## src/rtl/max7219_frame_scheduler.sv

```systemverilog
// Double-buffered frame scheduler with rate-limited swaps and an intensity fade sequencer.
// Optional copy-on-swap behaviour: define MAX7219_FRAME_SCHEDULER_COPY_ON_SWAP_EN.
module max7219_frame_scheduler #(
    parameter int SEG_ROWS         = 1,
    parameter int SEG_COLS         = 2,
    parameter int MIN_FRAME_CYCLES = 4096,
    parameter int FADE_STEP_CYCLES = 1024,
    localparam int YSIZE = SEG_ROWS * 8,
    localparam int XSIZE = SEG_COLS * 8,
    localparam int XW    = $clog2(XSIZE),
    localparam int YW    = $clog2(YSIZE),
    localparam int NSEG  = SEG_ROWS * SEG_COLS
) (
    input  logic                   i_Clk,
    input  logic                   i_Rst,
    input  logic                   i_Wr_Valid,
    output logic                   o_Wr_Ready,
    input  logic [XW-1:0]          i_Wr_X,
    input  logic [YW-1:0]          i_Wr_Y,
    input  logic [1:0]             i_Wr_Op,
    input  logic                   i_Swap_Req,
    output logic                   o_Swap_Ack,
    input  logic [3:0]             i_Target_Intensity,
    output logic [YSIZE*XSIZE-1:0] o_FrameBuf,
    output logic [NSEG*16-1:0]     o_Intensity,
    output logic                   o_Busy
);

    localparam int TW = $clog2(MIN_FRAME_CYCLES + 1);
    localparam int FW = (FADE_STEP_CYCLES > 1) ? $clog2(FADE_STEP_CYCLES) : 1;

`ifdef MAX7219_FRAME_SCHEDULER_COPY_ON_SWAP_EN
    typedef enum logic [1:0] {S_IDLE, S_CLEAR, S_COPY} state_t;
`else
    typedef enum logic [1:0] {S_IDLE, S_CLEAR} state_t;
`endif

    // Row YSIZE-1-y, bit XSIZE-1-x, so flattening puts pixel (0,0) at the MSB.
    typedef logic [YSIZE-1:0][XSIZE-1:0] frame_t;

    state_t          state_q, state_d;
    logic [YW-1:0]   row_q, row_d;
    logic            front_sel_q, front_sel_d;
    frame_t          buf0_q, buf0_d, buf1_q, buf1_d;
    frame_t          frame_q, frame_d;
    logic [TW-1:0]   timer_q, timer_d;
    logic            ack_q, ack_d;
    logic [FW-1:0]   fcnt_q, fcnt_d;
    logic [3:0]      level_q, level_d;

    frame_t          back_cur, front_cur, back_nx;
    logic            wr_fire, grant, in_range, wrap;
    logic [YW-1:0]   wr_row, st_row;
    logic [XW-1:0]   wr_col;

    always_comb begin
        back_cur    = front_sel_q ? buf0_q : buf1_q;
        front_cur   = front_sel_q ? buf1_q : buf0_q;
        back_nx     = back_cur;
        state_d     = state_q;
        row_d       = row_q;
        front_sel_d = front_sel_q;

        wr_fire  = i_Wr_Valid && (state_q == S_IDLE);
        grant    = i_Swap_Req && (state_q == S_IDLE) && (timer_q >= TW'(MIN_FRAME_CYCLES));
        in_range = (32'(i_Wr_X) < XSIZE) && (32'(i_Wr_Y) < YSIZE);
        wr_row   = YW'(YSIZE - 1) - i_Wr_Y;
        wr_col   = XW'(XSIZE - 1) - i_Wr_X;
        st_row   = YW'(YSIZE - 1) - row_q;

        case (state_q)
            S_IDLE: begin
                if (wr_fire) begin
                    if (i_Wr_Op == 2'b11) begin
                        state_d = S_CLEAR;
                        row_d   = '0;
                    end else if (in_range) begin
                        case (i_Wr_Op)
                            2'b00:   back_nx[wr_row][wr_col] = 1'b0;
                            2'b01:   back_nx[wr_row][wr_col] = 1'b1;
                            default: back_nx[wr_row][wr_col] = ~back_cur[wr_row][wr_col];
                        endcase
                    end
                end
                if (grant) begin
                    front_sel_d = ~front_sel_q;
`ifdef MAX7219_FRAME_SCHEDULER_COPY_ON_SWAP_EN
                    state_d = S_COPY;
                    row_d   = '0;
`endif
                end
            end
            S_CLEAR: begin
                back_nx[st_row] = '0;
                row_d = row_q + YW'(1);
                if (row_q == YW'(YSIZE - 1)) state_d = S_IDLE;
            end
`ifdef MAX7219_FRAME_SCHEDULER_COPY_ON_SWAP_EN
            S_COPY: begin
                back_nx[st_row] = front_cur[st_row];
                row_d = row_q + YW'(1);
                if (row_q == YW'(YSIZE - 1)) state_d = S_IDLE;
            end
`endif
            default: state_d = S_IDLE;
        endcase

        // The selected back buffer takes the update; the swap toggle is applied afterwards.
        buf0_d = front_sel_q ? back_nx : buf0_q;
        buf1_d = front_sel_q ? buf1_q : back_nx;

        frame_d = front_cur;
        ack_d   = grant;

        // The grant cycle counts as the first cycle of the new frame period.
        if (grant)
            timer_d = TW'(1);
        else if (timer_q >= TW'(MIN_FRAME_CYCLES))
            timer_d = timer_q;
        else
            timer_d = timer_q + TW'(1);

        wrap    = (fcnt_q == FW'(FADE_STEP_CYCLES - 1));
        fcnt_d  = wrap ? '0 : fcnt_q + FW'(1);
        level_d = level_q;
        if (wrap) begin
            if (level_q < i_Target_Intensity)
                level_d = level_q + 4'd1;
            else if (level_q > i_Target_Intensity)
                level_d = level_q - 4'd1;
        end
    end

    always_ff @(posedge i_Clk or negedge i_Rst) begin
        if (!i_Rst) begin
            state_q     <= S_IDLE;
            row_q       <= '0;
            front_sel_q <= 1'b0;
            buf0_q      <= '0;
            buf1_q      <= '0;
            frame_q     <= '0;
            timer_q     <= TW'(MIN_FRAME_CYCLES);
            ack_q       <= 1'b0;
            fcnt_q      <= '0;
            level_q     <= 4'd0;
        end else begin
            state_q     <= state_d;
            row_q       <= row_d;
            front_sel_q <= front_sel_d;
            buf0_q      <= buf0_d;
            buf1_q      <= buf1_d;
            frame_q     <= frame_d;
            timer_q     <= timer_d;
            ack_q       <= ack_d;
            fcnt_q      <= fcnt_d;
            level_q     <= level_d;
        end
    end

    assign o_Wr_Ready  = (state_q == S_IDLE);
    assign o_Busy      = (state_q != S_IDLE);
    assign o_Swap_Ack  = ack_q;
    assign o_FrameBuf  = frame_q;
    assign o_Intensity = {NSEG{12'h000, level_q}};

endmodule

```

## config.mk

```make
export PLATFORM = sky130hd
export DESIGN_NAME = max7219_frame_scheduler
export DESIGN_NICKNAME = d
export VERILOG_FILES = /design/src/rtl/max7219_frame_scheduler.sv
export SDC_FILE = /design/constraint.sdc
export NUM_CORES = 1
export LEC_CHECK = 0
export CORE_ASPECT_RATIO = 0.5
export CORE_MARGIN = 2
export CORE_UTILIZATION = 45
export CTS_CLUSTER_SIZE = 16
export DETAILED_ROUTE_END_ITERATION = 6
export SKIP_LAST_GASP = 1
export SLEW_MARGIN = 20
export SYNTH_ARGS = -nofsm -noshare
export SYNTH_HDL_FRONTEND = slang
export SYNTH_SLANG_ARGS = --single-unit
```

## constraint.sdc

```tcl
create_clock -name i_Clk -period 5 [get_ports i_Clk]
set_clock_uncertainty 0.1 [all_clocks]
set_input_delay 1 -clock i_Clk [delete_from_list [all_inputs] [get_ports i_Clk]]
set_output_delay 1 -clock i_Clk [all_outputs]
set_load 0.01 [all_outputs]
```

-- After elaboration in Yosys (flattened, before gate mapping)
Cells that the tools add are included.
- equality and inequality tests: 9
- reductions and logical operators: 15
- muxes and demuxes: 29
- add/subtract/negate cells: 8
- order comparisons: 9
- bitwise gates (word level): 7
- operator list (cell ; number):
    two-way mux 128 bit ; 4
    one-hot mux 128 bit (2 select lines) ; 2
    AND 128 bit ; 2
    inverter 128 bit ; 2
    bitwise mux 128 bit ; 1
    OR 128 bit ; 1
    demux 16 bit (select 3 bit) ; 2
    binary-select mux 16 bit (select 3 bit) ; 1
    two-way mux 16 bit ; 3
    two-way mux 13 bit ; 2
    adder 13 x 1 -> 13 bit, second input constant ; 1
    >= comparator 13 bit, second input constant ; 1
    adder 10 x 1 -> 10 bit, second input constant ; 1
    == test 10 bit, second input constant ; 1
    two-way mux 10 bit ; 1
    < comparator 3 x 4 -> 1 bit, second input constant ; 2
    two-way mux 4 bit ; 2
    >= comparator 3 x 1 -> 1 bit, second input constant ; 2
    logical AND 1 bit ; 6
    two-way mux 2 bit ; 3
    two-way mux 3 bit ; 2
    one-hot mux 3 bit (2 select lines) ; 1
    AND reduction 3 bit ; 2
    nonzero test 2 bit ; 3
    other kinds (21) ; 29
- bits in registers: 418
- logic and storage cells: 108
- input port bits: 17
- output and inout bits: 163

-- Logic depth before layout (Yosys ltp)
Gate-level depths: netlist of the first run.
- word-level depth: 13
- depth in mapped cells: 15
- mapped depth without buffers: 13

-- Worst setup path after synthesis of the first run
No wires, ideal clock.
- path type: input to register
- start point: input port i_Wr_Y[0]
- end point: register buf0_q[32] (netlist bit)
- required time: 4.774 ns
- setup time: 0.126 ns
- path buffers: 4
- arrival: 3.001 ns
- stages on the path: 12
- path slack: 1.774 ns
- cells stage by stage: buf_2 > nand3b_1 > clkbuf_1 > a211oi_1 > a2111oi_0 > a31oi_1 > nand3_1 > o211ai_4 > o21ai_4 > buf_12 > buf_12 > o21ai_2
- longest elaborated chain between the ends: 11
- elaborated cells between the ends (all ways): 19
- those cells by class: add/sub: 1; order compare: 2; mux: 11; bitwise: 4; reduce/logical: 1
- RTL lines (what ; RTL line ; text):
    from (decl) ; 19 ; input logic [YW-1:0] i_Wr_Y,
    subtractor 3 bit (*) ; 67 ; wr_row = YW'(YSIZE - 1) - i_Wr_Y;
    binary-select mux 16 bit (select 3 bit), or another cell as far along ; 81 ; default: back_nx[wr_row][wr_col] = ~back_cur[wr_row][wr_col];
    two-way mux 16 bit (not written as such) or logical AND 1 bit (tied branches) ; 81, 79, 80 ;
    binary-select mux 1 bit (select 4 bit) or two-way mux 16 bit (tied branches) ; 81, 79, 80 ;
    two-way mux 1 bit (not written as such) or demux 16 bit (select 3 bit) (tied branches) ; 81, 79, 80 ;
    inverter 1 bit or inverter 128 bit (tied branches) ; -- ;
    bitwise mux 128 bit or AND 128 bit (tied branches) ; -- ;
    one-hot mux 128 bit (2 select lines) (*) ; 78 ; case (i_Wr_Op)
    two-way mux 128 bit (*) ; 74 ; if (i_Wr_Op == 2'b11) begin
    two-way mux 128 bit (*) ; 73 ; if (wr_fire) begin
    one-hot mux 128 bit (2 select lines) (*) ; 71 ; case (state_q)
    to (signal assigned) ; 150 ; buf0_q <= buf0_d;
    to (decl) ; 44 ; frame_t buf0_q, buf0_d, buf1_q, buf1_d;
Every way passes the cells marked *; elsewhere a longest branch is shown, timed or not. The select of a mux whose other input is x is not followed.
A chain may end at the register's enable or synchronous reset.

-- Worst setup path after layout of the first run
- start point: input port i_Wr_Y[0]
- end point: register buf1_q[115] (netlist bit)
- longest elaborated chain between the ends: 11
- elaborated cells between the ends (all ways): 19
- those cells by class: add/sub: 1; order compare: 2; mux: 11; bitwise: 4; reduce/logical: 1
- RTL lines (what ; RTL line ; text):
    subtractor 3 bit (*) ; 67 ;
    binary-select mux 16 bit (select 3 bit), or another cell as far along ; 81 ;
    two-way mux 16 bit (not written as such) or logical AND 1 bit (tied branches) ; 81, 79, 80 ;
    binary-select mux 1 bit (select 4 bit) or two-way mux 16 bit (tied branches) ; 81, 79, 80 ;
    two-way mux 1 bit (not written as such) or demux 16 bit (select 3 bit) (tied branches) ; 81, 79, 80 ;
    inverter 1 bit or inverter 128 bit (tied branches) ; -- ;
    bitwise mux 128 bit or AND 128 bit (tied branches) ; -- ;
    one-hot mux 128 bit (2 select lines) (*) ; 78 ;
    two-way mux 128 bit (*) ; 74 ;
    two-way mux 128 bit (*) ; 73 ;
    one-hot mux 128 bit (2 select lines) (*) ; 71 ;
    to (signal assigned) ; 151 ; buf1_q <= buf1_d;
    to (decl) ; 44 ;
Marked as above.

==> results of run 1 <==
## layout make-up
type / instances / area (um2)
clock buffer: 56 / 1180
clock inverter: 15 / 168
fill: 4192 / 22000
inverter: 10 / 37.5
multi-input combinational: 1424 / 9810
sequential: 417 / 10400
tap: 638 / 798
timing repair buffer: 245 / 2440
## metal layers
layer  wire [um]  GRT usage [%]  part of all wire (%)  up-vias
li1            -              -                     -     7640
met1       30800           41.7                    45     8686
met2       29500           39.8                    43      836
met3        7160           6.76                    10       72
met4         927           4.83                   1.4        0
met5           0              0                     0        -
## registers in the layout, indices dropped and copies added (netlist names), 3 cells and up
register    flops
buf0_q        128
buf1_q        128
fcnt_q         10
level_q         4
o_FrameBuf    128
row_q           3
timer_q        13
## power by group
part           switching (uW)  internal, uW  leakage, uW
Combinational            1850           857      0.00447
Sequential                230          3560      0.00575
Clock                    1350          1810     0.000646
## per-stage QoR
step                      hold slack [ps]  std cells  util, %  cell area (um2)
final                                 363       2805     53.1            24900
after global routing                  387       2805     53.1            24900
after CTS                             366       2805     53.1            24900
after detailed placement              355       2734     50.2            23500
after global placement                354       2734     50.2            23500
after floorplan                       338       2045        -            21500
## placed cells by master, fill, tap and decap left out, types with 5 or more instances in the layout
cell	synthesis	final
dfrtp_1	416	415
o21ai_0	280	278
clkdlybuf4s50_1	0	154
mux2_2	143	143
a21oi_1	134	134
nand2_1	128	128
o21ai_2	107	107
mux2i_1	103	103
a22oi_1	78	78
nand3_1	75	74
buf_4	38	73
o31ai_1	70	70
nor2_1	68	67
clkbuf_16	0	41
a211oi_1	38	38
conb_1	1	24
o21ai_1	19	21
buf_12	11	17
o41ai_2	14	14
and2_1	12	12
a221oi_1	11	11
ha_1	10	10
clkbuf_8	0	10
nand4_1	9	9
inv_1	9	8
nor2b_1	8	8
xnor2_1	8	8
nand2b_1	7	7
o22ai_1	7	7
a31oi_1	7	7
clkinvlp_4	0	7
and3_1	7	6
o211ai_1	6	6
xor2_1	5	5
nor3_1	9	5
clkinv_2	0	5
clkbuf_1	93	5
## kinds of logic after synthesis
| family | share of synthesized area (%) |
|---|---|
| xor gates and xnor gates | 0.533 |
| AOI/OAI and AO/OA | 24.1 |
| other | 0.0175 |
| adders and majority gates | 0.679 |
| DFF | 48.8 |
| and+or+nand+nor | 7.34 |
| buffers and inverters | 5.93 |
| muxes | 12.6 |
## final timing paths
path | start | to | slack (ps) | cells after the start
min in group asynchronous | i_Rst | buf1_q[8] | 400 | 1
max | i_Wr_Y[0] | buf1_q[115] | 540 | 12
max in group asynchronous | i_Rst | o_FrameBuf[121] | 3290 | 2
min | fcnt_q[6] | fcnt_q[6] | 360 | 1
min reg2reg | fcnt_q[6] | fcnt_q[6] | 360 | 1
max reg2reg | front_sel_q | buf1_q[115] | 710 | 11
==> results.sh, run 1 <==
export IMPL_run_status="completed"
export IMPL_cts_resized_gates=0
export IMPL_hold_violations=0
export IMPL_crit_path_max_fanout=44
export IMPL_start_util_pct=45.6
export IMPL_syn_area_um2=21400
export IMPL_grt_ovfl_total=0
export IMPL_dr_pass1_iters=6
export IMPL_ir_drop_mv=0.209
export IMPL_cp_common_cell="nand3_1"
export IMPL_worstPathArrival_ps=4770
export IMPL_viasPerCell=6.14
export IMPL_die_y_um=158
export IMPL_cp_num_buf_inv=3
export IMPL_ios=180
export IMPL_ctsHoldBuffers=0
export IMPL_syn_to_final_growth_pct=16.4
export IMPL_cts_buffers=41
export IMPL_routed_wl_um=68400
export IMPL_synth_ff_type="dfrtp_1"
export IMPL_finalCritPeriodShare_pct=89.1
export IMPL_drt_iter0_markers=2073
export IMPL_synth_warning_count=0
export IMPL_hp_class="reg2reg"
export IMPL_hpwl_um=46500
export IMPL_num_vias=17200
export IMPL_crit_slowest_cell="clkdlybuf4s50_1"
export IMPL_cts_buffer_depth=3
export IMPL_path_cells="clkdlybuf4s50_1 > buf_4 > nand3_1 > o22ai_1 > a221oi_1 > nand3_1 > mux4_2 > nand2_2 > o211ai_4 > nor2_8 > buf_12 > o31ai_1"
export IMPL_syn_inst=2022
export IMPL_synth_top_area_share_pct=48.7
export IMPL_wire_per_inst_um=24.4
export IMPL_postCtsSetupBuffers=0
export IMPL_rsz0062_at_grt="false"
export IMPL_max_freq_mhz=224
export IMPL_layout_drive_gt1_share_pct=20.6
export IMPL_cp_top_family="simple AND/OR/NAND/NOR gates"
export IMPL_setup_violations_final=0
export IMPL_num_antenna_cells=0
export IMPL_grt_pass1_vias=16300
export IMPL_startpoint_type="primary input"
export IMPL_cp_required_ps=5310
export IMPL_tritoncts="yes"
export IMPL_p_per_area_nw_per_um2=388
export IMPL_io_buffers=155
export IMPL_grt_max_degree=108
export IMPL_max_cap_violations=0
export IMPL_synth_commonest_cells="416 x dfrtp_1, 280 x o21ai_0, 143 x mux2_2"
export IMPL_place_gp_congestion=0.922
export IMPL_ys_seq_area_share_pct=48.8
export IMPL_post_route_drc_count=0
export IMPL_dieArea_um2=49400
export IMPL_grt_pass1_wl_um=103000
export IMPL_ys_seq_elements=417
export IMPL_max_slew_worst_pin_slew_ps=1160
export IMPL_ant_nets=0
export IMPL_path_class="in2reg"
export IMPL_crit_path_end_kind="flop"
export IMPL_clkSinkCount=417
export IMPL_synth_async_sr_flop_share_pct=100
export IMPL_final_net_count=2167
export IMPL_synth_area_leaders="dfrtp_1 49%, mux2_2 7.5%, o21ai_0 6.6%, mux2i_1 4.8%, o21ai_2 4.4%"
export IMPL_post_place_ws_ps=146
export IMPL_post_synth_top_area_cell="dfrtp_1"
export IMPL_clk_latency_ps=550
export IMPL_synth_edff_count=0
export IMPL_antenna_found_initial=0
export IMPL_core_area_um2=46900
export IMPL_root_buffer="clkbuf_16"
export IMPL_p_leak_uw=0.0109
export IMPL_std_cell_rows=56
export IMPL_critPathMaxStageDelay_ps=580
export IMPL_post_route_min_period_ps=4460
export IMPL_groute_usage_overall_pct=27.5
export IMPL_synthMostInstantiatedCell="dfrtp_1"
export IMPL_avgSynthCellArea_um2=10.6
export IMPL_power_uw=9660
export IMPL_yosys_cell_types_count=64
export IMPL_die_x_um=312
export IMPL_cts_max_level=2
export IMPL_setup_tns_final_ps=0
export IMPL_maxSlewViolCount=0
export IMPL_fin_ws_ps=545
export IMPL_relSlewSlack_pct=22.1
export IMPL_path_clk_slew_ps=60
(Power assumes the default switching activity.)
==> run 2, diff against run 1 <==
CORE_MARGIN = 8   (was 2)
DONT_BUFFER_PORTS = 1   (was default)
RECOVER_POWER = 25   (was default)
==> run 2 against run 1 <==
Net effect: sequential cell count is the same; non-clock buffer count shrank 177; critical path depth did not move; critical path type is now reg2reg.
==> results.sh, run 2 (synthesis gave the netlist of run 1 again) <==
export IMPL_run_status="completed"
export IMPL_post_route_drc_count=0
export IMPL_ios=180
export IMPL_hpwl_um=46300
export IMPL_die_x_um=324
export IMPL_ir_drop_mv=0.243
export IMPL_fillers=4256
export IMPL_switchingPower_uw=3320
export IMPL_ant_nets=0
export IMPL_grt_max_degree=418
export IMPL_cts_buffers=40
export IMPL_reg2regPathDepth=12
export IMPL_stdcell_area_um2=23000
export IMPL_p_leak_uw=0.0102
export IMPL_cp_required_ps=5310
export IMPL_swShare_pct=35.3
export IMPL_routed_wl_um=68600
export IMPL_dr_pass1_iters=6
export IMPL_rsz0062_at_grt="false"
export IMPL_grt_pass1_wl_um=103000
export IMPL_place_gp_congestion=0.939
export IMPL_cts_max_level=2
export IMPL_groute_usage_overall_pct=24.3
export IMPL_instances_no_fill=2624
export IMPL_hp_class="in2async"
export IMPL_crit_path_end_kind="flop"
export IMPL_num_antenna_cells=0
export IMPL_p_comb_share_pct=26.4
export IMPL_multi_input_area_um2=9820
export IMPL_postCtsSetupBuffers=0
export IMPL_max_freq_mhz=217
export IMPL_seq_area_um2=10400
export IMPL_power_frac_seq_pct=40.5
export IMPL_wire_per_inst_um=26.2
export IMPL_maxSlewViolCount=0
export IMPL_setup_tns_final_ps=0
export IMPL_final_net_count=1989
export IMPL_post_route_min_period_ps=4600
export IMPL_std_cell_rows=56
export IMPL_drt_iter0_markers=2012
export IMPL_num_vias=16500
export IMPL_post_place_ws_ps=480
export IMPL_antenna_found_initial=2
export IMPL_start_util_pct=45.6
export IMPL_power_share_clock_pct=33.1
export IMPL_max_slew_worst_pin_slew_ps=1410
export IMPL_grt_ovfl_total=0
export IMPL_max_cap_violations=0
export IMPL_core_area_um2=46900
export IMPL_fin_ws_ps=401
export IMPL_grt_pass1_vias=16000
export IMPL_startpoint_type="flop"
export IMPL_intPower_uw=6090
export IMPL_path_class="reg2reg"
export IMPL_cts_buffer_depth=3
export IMPL_crit_path_max_fanout=59
export IMPL_dp_cells=2556
export IMPL_viasPerCell=6.27
export IMPL_clkSinkCount=417
export IMPL_layout_common_cells="414 x dfrtp_1, 280 x o21ai_0, 143 x mux2_2"
export IMPL_worstPathArrival_ps=4910
export IMPL_relSlewSlack_pct=6.06
export IMPL_placed_cell_area_um2=21700
export IMPL_hold_violations=0
export IMPL_syn_to_final_growth_pct=7.57
export IMPL_final_common_cell="dfrtp_1"
export IMPL_path_clk_slew_ps=70
export IMPL_p_per_area_nw_per_um2=409
export IMPL_cts_resized_gates=0
export IMPL_holdWs_ps=72.3
export IMPL_tritoncts="yes"
export IMPL_io_buffers=0
export IMPL_setup_violations_final=0
export IMPL_die_y_um=170
export IMPL_dieArea_um2=55200
export IMPL_clk_latency_ps=560
export IMPL_root_buffer="clkbuf_16"
export IMPL_ctsHoldBuffers=0
export IMPL_layout_drive_gt1_share_pct=21.4
export IMPL_finalCritPeriodShare_pct=92.0
-- run 2: cell count changes in the layout (fill, tap and decap cells not counted), sizes merged --
cell           delta
inv               +1
clkdlybuf4s50   -154
clkinvlp          -2
buf              -24
clkinv            +1
clkbuf            -3
-- run 2: final timing paths --
path,start,to,slack [ps]
max,front_sel_q,buf0_q[79],400
min,i_Rst,o_FrameBuf[8],70
max reg2reg,front_sel_q,buf0_q[79],400
min reg2reg,fcnt_q[4],fcnt_q[4],360
max in group asynchronous,i_Rst,front_sel_q,3450
min in group i_Clk,fcnt_q[4],fcnt_q[4],360
-- run 2: layer usage --
layer / up-vias / part of all wire, % / global-route usage, %
met2: 843 / 42 / 35.1
li1: 7295 / - / -
met1: 8202 / 43 / 34.2
met4: 2 / 2.4 / 6.07
met3: 122 / 12 / 9.15
met5: - / 0.019 / 0
-- run 2: critical path: stages (launching register included) --
cell and delay (ps):
dfrtp_4 980, buf_12 270, buf_4 280, mux2i_1 170, a22oi_1 350, nand3_1 170, nor3_1 230, a31oi_1 80
nand3_1 150, o211ai_4 170, o21ai_4 750, buf_12 390, o21ai_0 180
-- run 2: final cells by class --
type,instances,share of cell area [%]
multi-input cells,1424,42.7
flip-flops and latches,417,45.4
inverters,10,0.163
clock inverters,15,0.734
repair buffers,68,2.60
well taps,638,3.47
clock buffers,52,4.95
-- run 2: metrics by stage --
stage	utilization [%]	total power, uW
final	49.1	9410
after global routing	49.1	9770
after CTS	49.0	9400
after detailed placement	46.2	6280
after global placement	46.2	6280
after floorplan	-	5630
-- run 2: power groups by stage --
stage | logic, uW | registers, uW | clock network (uW)
6_report | 2480 | 3810 | 3110
5_1_grt | 2620 | 3840 | 3310
4_1_cts | 2420 | 3810 | 3170
3_5_place_dp | 2420 | 3870 | 0
3_3_place_gp | 2420 | 3860 | 0
2_1_floorplan | 1880 | 3750 | 0
==> run 3, diff against run 2 <==
CORE_UTILIZATION = 55   (was 45)
PLACE_DENSITY = 0.7   (was default)
==> run 3 against run 2 <==
Net effect: global-route usage grew 3.9 points; power shrank 1.8%; sequential cell count is the same; final area shrank 1.2%; sequential power is essentially flat; the run now ends with DRC left; wire length shrank 3.9%.
==> results.sh, run 3 (synthesis gave the netlist of run 1 again) <==
export IMPL_startpoint_type="flop"
export IMPL_ios=180
export IMPL_layout_drive_gt1_share_pct=20.5
export IMPL_start_util_pct=55.4
export IMPL_crit_slowest_cell="dfrtp_4"
export IMPL_routed_wl_um=65900
export IMPL_crit_path_end_kind="flop"
export IMPL_cts_resized_gates=0
export IMPL_post_route_drc_count=3
export IMPL_grt_ovfl_total=0
export IMPL_ir_drop_mv=0.231
export IMPL_std_cell_rows=51
export IMPL_violations="DRC"
export IMPL_rrSetupSlack_ps=790
export IMPL_maxSlewViolCount=0
export IMPL_p_per_area_nw_per_um2=407
export IMPL_core_area_um2=38600
export IMPL_final_net_count=1968
export IMPL_root_buffer="clkbuf_16"
export IMPL_max_cap_violations=0
export IMPL_path_cells="buf_4 > mux2_1 > o22ai_1 > a221oi_1 > nand3_1 > mux4_2 > nand2_2 > o211ai_4 > nor2_8 > buf_4 > o31ai_1"
export IMPL_hp_class="in2async"
export IMPL_hpwl_um=43900
export IMPL_cp_common_cell="buf_4"
export IMPL_clkSinkCount=417
export IMPL_final_common_cell="dfrtp_1"
export IMPL_finalCritPeriodShare_pct=84.3
export IMPL_cts_max_level=2
export IMPL_die_x_um=295
export IMPL_max_slew_worst_pin_slew_ps=1240
export IMPL_path_class="reg2reg"
export IMPL_tritoncts="yes"
export IMPL_groute_usage_overall_pct=28.2
export IMPL_cts_buffers=39
export IMPL_postCtsSetupBuffers=0
export IMPL_placed_cell_area_um2=21400
export IMPL_ctsHoldBuffers=0
export IMPL_dieArea_um2=45800
export IMPL_worstPathArrival_ps=4520
export IMPL_max_freq_mhz=237
export IMPL_post_place_ws_ps=761
export IMPL_num_vias=16800
export IMPL_setup_violations_final=0
export IMPL_antenna_found_initial=1
export IMPL_drt_iter0_markers=2673
export IMPL_p_leak_uw=0.0101
export IMPL_layout_common_cells="415 x dfrtp_1, 280 x o21ai_0, 143 x mux2_2"
export IMPL_grt_max_degree=418
export IMPL_fillers=3230
export IMPL_fin_ws_ps=787
export IMPL_power_uw=9240
export IMPL_setup_tns_final_ps=0
export IMPL_dr_pass1_iters=7
export IMPL_viasPerCell=6.73
export IMPL_path_clk_slew_ps=70
export IMPL_cp_num_buf_inv=2
export IMPL_cp_required_ps=5310
export IMPL_ant_nets=0
export IMPL_io_buffers=0
export IMPL_post_route_min_period_ps=4210
export IMPL_run_status="complete, but fails checks"
export IMPL_critPathMaxStageDelay_ps=800
export IMPL_syn_to_final_growth_pct=6.25
export IMPL_die_y_um=155
export IMPL_wire_per_inst_um=26.4
export IMPL_stdcell_area_um2=22700
export IMPL_grt_pass1_wl_um=101000
export IMPL_place_gp_congestion=1.02
export IMPL_crit_path_max_fanout=51
export IMPL_rsz0062_at_grt="false"
export IMPL_cp_top_family="simple AND/OR/NAND/NOR gates"
export IMPL_cts_buffer_depth=3
export IMPL_hold_violations=0
export IMPL_clk_latency_ps=560
export IMPL_relSlewSlack_pct=17.3
export IMPL_grt_pass1_vias=16200
[run 3: through the flow]
| stage | util [%] | hold slack, ps | cells |
|---|---|---|---|
| after CTS | 58.8 | 42.0 | 2499 |
| after floorplan | - | 338 | 2045 |
| after detailed placement | 55.5 | 355 | 2428 |
| after global placement | 55.5 | 353 | 2428 |
| final | 58.8 | 59.9 | 2501 |
| after global routing | 58.8 | 37.0 | 2500 |
[run 3: cell type report]
class | count | area [um2] | area share, %
Multi-Input combinational cell | 1424 | 9820 | 43.2
Clock buffer | 57 | 1110 | 4.90
Timing Repair Buffer | 48 | 489 | 2.15
Tap cell | 530 | 663 | 2.92
Sequential cell | 417 | 10400 | 46.0
Inverter | 10 | 37.5 | 0.165
Clock inverter | 14 | 146 | 0.644
Antenna cell | 1 | 2.50 | 0.0110
[run 3: worst reg2reg max path, cell delays in order, from the launching register on]
cell and delay (ps):
dfrtp_4 800, buf_4 290, mux2_1 200, o22ai_1 100, a221oi_1 400, nand3_1 160
mux4_2 490, nand2_2 110, o211ai_4 150, nor2_8 650, buf_4 480, o31ai_1 150
[run 3: routing by layer]
metal | routed length (um) | track usage (%) | vias to the layer above
met5 | 0 | 0 | -
met1 | 27900 | 40.4 | 8437
met4 | 1650 | 6.73 | 0
li1 | - | - | 7262
met3 | 8200 | 9.59 | 160
met2 | 28100 | 40.9 | 970
[run 3: worst paths after layout]
kind | start | endpoint | cells past startpoint
max | front_sel_q | buf0_q[85] | 11
min | i_Rst | buf0_q[10] | 0
max reg2reg | front_sel_q | buf0_q[85] | 11
min reg2reg | fcnt_q[4] | fcnt_q[4] | 1
max in group asynchronous | i_Rst | o_FrameBuf[36] | 0
min in group i_Clk | fcnt_q[4] | fcnt_q[4] | 1
[run 3: power breakdown]
group          internal (uW)  switching (uW)
logic                    726            1720
registers               3560             228
clock network           1670            1340
total                   5950            3280
